## src/rtl/udma_hyper_trans_tracker.sv

```systemverilog
// PHY-domain transfer tracker: one descriptor at a time, counts beats, stretches running/gap to SYNC_HOLD cycles.
// Abort support is compiled in with `define UDMA_HYPER_TRANS_ABORT_EN; otherwise abort_i is ignored.
module udma_hyper_trans_tracker #(
    parameter int LEN_WIDTH = 16,
    parameter int SYNC_HOLD = 4
) (
    input  logic                 phy_clk_i,
    input  logic                 rst_ni,
    input  logic                 trans_valid_i,
    output logic                 trans_ready_o,
    input  logic [LEN_WIDTH-1:0] trans_len_i,
    input  logic                 trans_proc_id_i,
    input  logic                 beat_i,
    input  logic                 abort_i,
    output logic                 running_trans_phy_o,
    output logic                 proc_id_phy_o,
    output logic [LEN_WIDTH-1:0] beat_cnt_o,
    output logic                 trans_done_o,
    output logic                 trans_aborted_o
);

    localparam logic [1:0] IDLE = 2'd0;
    localparam logic [1:0] RUN  = 2'd1;
    localparam logic [1:0] GAP  = 2'd2;

    localparam int              HW      = $clog2(SYNC_HOLD + 1);
    localparam logic [HW-1:0]   HOLD    = HW'(SYNC_HOLD);
    localparam logic [HW-1:0]   HOLD_M1 = HW'(SYNC_HOLD - 1);

    logic [1:0]           state, state_nxt;
    logic [HW-1:0]        hcnt, hcnt_nxt;
    logic [LEN_WIDTH-1:0] cnt_nxt;
    logic                 flag, flag_nxt;
    logic                 tag_nxt;
    logic                 run_exit;
    logic                 abort_act;

`ifdef UDMA_HYPER_TRANS_ABORT_EN
    assign abort_act = abort_i;
`else
    logic unused_abort;
    assign unused_abort = abort_i;
    assign abort_act    = 1'b0;
`endif

    assign trans_ready_o = (state == IDLE);

    always_comb begin
        state_nxt = state;
        hcnt_nxt  = hcnt;
        cnt_nxt   = beat_cnt_o;
        flag_nxt  = flag;
        tag_nxt   = proc_id_phy_o;
        run_exit  = 1'b0;
        case (state)
            IDLE: begin
                if (trans_valid_i) begin
                    state_nxt = RUN;
                    hcnt_nxt  = '0;
                    cnt_nxt   = trans_len_i;
                    flag_nxt  = 1'b0;
                    tag_nxt   = trans_proc_id_i;
                end
            end
            RUN: begin
                if (hcnt != HOLD) begin
                    hcnt_nxt = hcnt + 1'b1;
                end
                if (abort_act) begin
                    cnt_nxt  = '0;
                    flag_nxt = 1'b1;
                end else if (beat_i && (beat_cnt_o != '0)) begin
                    cnt_nxt = beat_cnt_o - 1'b1;
                end
                // hcnt counts completed RUN cycles, so the current one completes the hold
                if ((beat_cnt_o == '0) && (hcnt >= HOLD_M1)) begin
                    run_exit  = 1'b1;
                    state_nxt = GAP;
                    hcnt_nxt  = '0;
                end
            end
            GAP: begin
                hcnt_nxt = hcnt + 1'b1;
                if (hcnt == HOLD_M1) begin
                    state_nxt = IDLE;
                    hcnt_nxt  = '0;
                end
            end
            default: state_nxt = IDLE;
        endcase
    end

    always_ff @(posedge phy_clk_i) begin
        if (!rst_ni) begin
            state               <= IDLE;
            hcnt                <= '0;
            flag                <= 1'b0;
            beat_cnt_o          <= '0;
            running_trans_phy_o <= 1'b0;
            proc_id_phy_o       <= 1'b0;
            trans_done_o        <= 1'b0;
            trans_aborted_o     <= 1'b0;
        end else begin
            state               <= state_nxt;
            hcnt                <= hcnt_nxt;
            flag                <= flag_nxt;
            beat_cnt_o          <= cnt_nxt;
            running_trans_phy_o <= (state_nxt == RUN);
            proc_id_phy_o       <= (state_nxt == RUN) ? tag_nxt : 1'b0;
            trans_done_o        <= run_exit;
            trans_aborted_o     <= run_exit & flag_nxt;
        end
    end

endmodule
```

## config.mk

```make
export PLATFORM = sky130hd
export DESIGN_NAME = udma_hyper_trans_tracker
export DESIGN_NICKNAME = d
export VERILOG_FILES = /design/src/rtl/udma_hyper_trans_tracker.sv
export SDC_FILE = /design/constraint.sdc
export NUM_CORES = 1
export LEC_CHECK = 0
export CAP_MARGIN = 15
export CORE_MARGIN = 2
export CORE_UTILIZATION = 35
export DETAILED_ROUTE_END_ITERATION = 7
export PLACE_DENSITY = 0.64
export SETUP_SLACK_MARGIN = 0.4
export SLEW_MARGIN = 20
export SYNTH_ARGS = -nofsm -noshare
export SYNTH_HDL_FRONTEND = slang
export SYNTH_SLANG_ARGS = --single-unit
```

## constraint.sdc

```tcl
create_clock -name phy_clk_i -period 4.7 [get_ports phy_clk_i]
set_input_delay 0.705 -clock phy_clk_i [delete_from_list [all_inputs] [get_ports phy_clk_i]]
set_output_delay 0.705 -clock phy_clk_i [all_outputs]
set_load 0.05 [all_outputs]
```

==> summary.md <==
| Metric | Value |
|---|---|
| First DRT Iteration DRCs | `69` |
| CP endpoint kind | `register` |
| # rows | `25` |
| Vias in the first global route | `1490` |
| Synth area leaders | `dfxtp_1 (31%), ha_1 (6.8%), a21oi_1 (6.1%)` |
| Fin crit share | `0.573` |
| Die width | `72.7 um` |
| Crit path DAT | `2.86 ns` |
| DRT antenna net count | `0` |
| Flops & latches, synth | `26` |
| First-pass GRT wire length | `7.10 mm` |
| GPL Wtd Cong | `0.770` |
| Crit start category | `register` |
| Avg Cell Area, Syn | `8.11 um2` |
| Height of the die | `72.7 um` |
| CTS Buf Count | `3` |
| Clock power frac | `0.186` |
| Critical path endpoint | `beat_cnt_o[0]` |
| Max-Slew Margin vs Limit | `0.327` |
| Post-Syn Instances | `204` |
| Async set or reset register ratio after synthesis | `0` |
| Final Hold Viols | `0` |
| Detail-routed via count per cell | `5.63` |
| Total global-route track usage | `0.166` |
| FF-to-FF End | `beat_cnt_o[0]` |
| Commonest non-fill, non-tap cell in the layout | `clkdlybuf4s50_1` |
| Initial antenna violation count | `0` |
| FF-to-FF Start | `state[1]` |
| Setup bufs post-CTS | `0` |
| Crit-path slowest cell | `ha_1` |
| Area grow syn2layout | `30.3%` |
| Largest net degree at the start of global routing | `32` |
| Power per cell area | `370 nW/um2` |
| Final WL | `4.27 mm` |
| DRC viols | `0` |
| FMAX | `0.372 GHz` |
| Seq/Total Area, Yosys | `0.315` |
| Adder-cell area share of the yosys netlist | `0.0681` |
| Maximum level of the CTS H-tree | `1` |
| Internal | `463 uW` |
| Max-slew violations | `0` |
| Commonest cells after routing, fill and taps aside | `clkdlybuf4s50_1 (41), dfxtp_1 (26), nand2_1 (22)` |
| Synthesized Nets | `235` |
| TNS Setup | `0 ns` |
| Initial Utilization | `0.357` |
| Post-CTS resize count | `0` |
| Max Cap Viol | `0` |
| CTS Buffer Depth | `2` |
| Distinct cells, synth | `50` |
| Antenna cells | `0` |
| HP Class | `register to register` |
| Synth Area in Simple Gates | `0.264` |
| DRT Pass-1 Iters | `4` |
| Sequential share of power | `0.348` |
| Via count | `1662` |
| Comb power frac | `0.466` |
| Primary FF master, synth | `dfxtp_1` |
| Crit path time final | `2.69 ns` |
| Design area | `2160 um2` |
| Peak VDD IR | `0.000157 V` |
| Critical-path cell list | `inv_1, ha_1, clkinv_1, o211ai_1, o21bai_2, buf_4, o21ai_0, o311a_1` |
| Hold-fix buffers, CTS | `0` |
| CTS Sinks | `26` |
| Synthesized cell area | `1650 um2` |
| Synth top area share | `0.315` |
| EDFF count, synth | `0` |
| Nets | `273` |
| Compound-cell area share of the yosys netlist | `0.285` |
| PortBufs | `41` |
| Skew final | `0.00214 ns` |
| R2R setup slack | `2.01 ns` |
| Crit path max fanout | `31` |
| Gr ovfl total | `0` |
| Mux share of post-synthesis cell area | `0.00605` |
| Die area | `5290 um2` |
| Warnings from Yosys | `0` |
| Slew @ Worst Pin | `1.01 ns` |
| Routed WL per cell | `14.5 um` |
| RSZ-0062 raised after global routing | `no` |
| Ports | `43` |
| XOR/XNOR share of the synthesized area | `0` |
| CORE AREA | `4630 um2` |
| Req. time, crit path | `4.87 ns` |
| Layout cells sized above 1 | `0.0788` |
| R2R cell count | `8` |
| Post-synth top area cell | `dfxtp_1` |
| Largest family of logic cells by synthesized area | `compound AO/OA/AOI/OAI gates` |
| Status | `finished clean` |
| Crit path launch | `state[1]` |
| Delay of the slowest cell on the worst path | `0.82 ns` |
| Critical path class | `register to register` |
| Layout Utilization | `0.466` |
| Root buffer selected by CTS | `clkbuf_8` |
| Sw Share | `0.420` |
| Post-detail-place hpwl | `2.91 mm` |
| Setup violations, final | `0` |
| Clk pin slew, worst setup/hold paths | `0.09 ns` |
| Leak | `0.000806 uW` |
| Worst-Skew Late Latency | `0.27 ns` |
| Sw Pwr | `335 uW` |
| Post-Place Cell Area | `2100 um2` |
| CTS tree | `built` |
-- cell type report --
class,instances,area [um2]
clock buffer,4,55.1
fill,491,2470
inverter,12,45.0
multi-input combinational,155,1030
sequential,26,520
tap,54,67.6
timing repair buffer,44,433
-- cell families after synthesis --
kind of cell,after synthesis
compound gates,66
fa+ha+maj,9
buf+inv,23
flops,26
mux,1
simple gates,79
-- synth_stat cells (2+ instances only) --
library cell,number
dfxtp_1,26
nand2b_1,4
o21a_1,3
nand2_1,22
o211ai_1,5
clkbuf_1,5
nor2b_1,4
nor3_1,8
o32ai_1,6
ha_1,9
nor4_1,4
a2bb2oi_1,2
o21ai_0,5
inv_1,11
nor2_1,13
o31ai_1,5
nand3_1,6
a31oi_1,2
o311a_1,2
or3_2,2
and3_1,4
o22ai_1,2
nand4_1,3
buf_2,5
a21oi_1,20
o32ai_2,2
-- sequential cells by signal (all words and copies together) (netlist names) --
register             flops
flag                     1
hcnt                     3
beat_cnt_o              16
trans_aborted_o          1
proc_id_phy_o            1
trans_done_o             1
state                    2
running_trans_phy_o      1
-- per-stage QoR --
step                      total power (uW)  worst slack, ns  hold WS (ns)  std cells
after CTS                              806             2.02         0.470        295
final                                  798             2.01         0.465        295
after global placement                 651             2.00         0.452        291
after floorplan                        548             2.61         0.446        204
after global routing                   850             1.67         0.491        295
after detailed placement               654             1.99         0.456        291
-- worst min path at each step --
stage	from	end	slack [ns]	cells past startpoint
global route	flag	flag	0.49	1
finish	proc_id_phy_o	proc_id_phy_o	0.47	2
floorplan	flag	flag	0.45	1
CTS	proc_id_phy_o	proc_id_phy_o	0.47	2
global placement	proc_id_phy_o	proc_id_phy_o	0.45	2
detailed placement	proc_id_phy_o	proc_id_phy_o	0.46	2
-- worst max-delay path: cells and delay by family (launching register included) --
kind	cells	cell delay, ns
buf+inv	3	0.64
compound gates	4	0.76
fa+ha+maj	1	0.82
flops	1	0.36
-- routing by layer --
metal / GRT usage / vias up / wire length [um]
met4: 0.0267 / 0 / 24
met2: 0.254 / 39 / 1940
met1: 0.250 / 786 / 2130
met5: 0 / - / 0
met3: 0.0262 / 4 / 165
li1: - / 833 / -
-- power groups by stage --
stage / logic (uW) / clock network [uW] / registers (uW)
floorplan: 200 / 0 / 347
global placement: 369 / 0 / 282
detailed placement: 372 / 0 / 282
CTS: 373 / 155 / 278
global route: 407 / 160 / 282
finish: 372 / 148 / 277
Note: power is estimated with default switching activity, not from simulation.
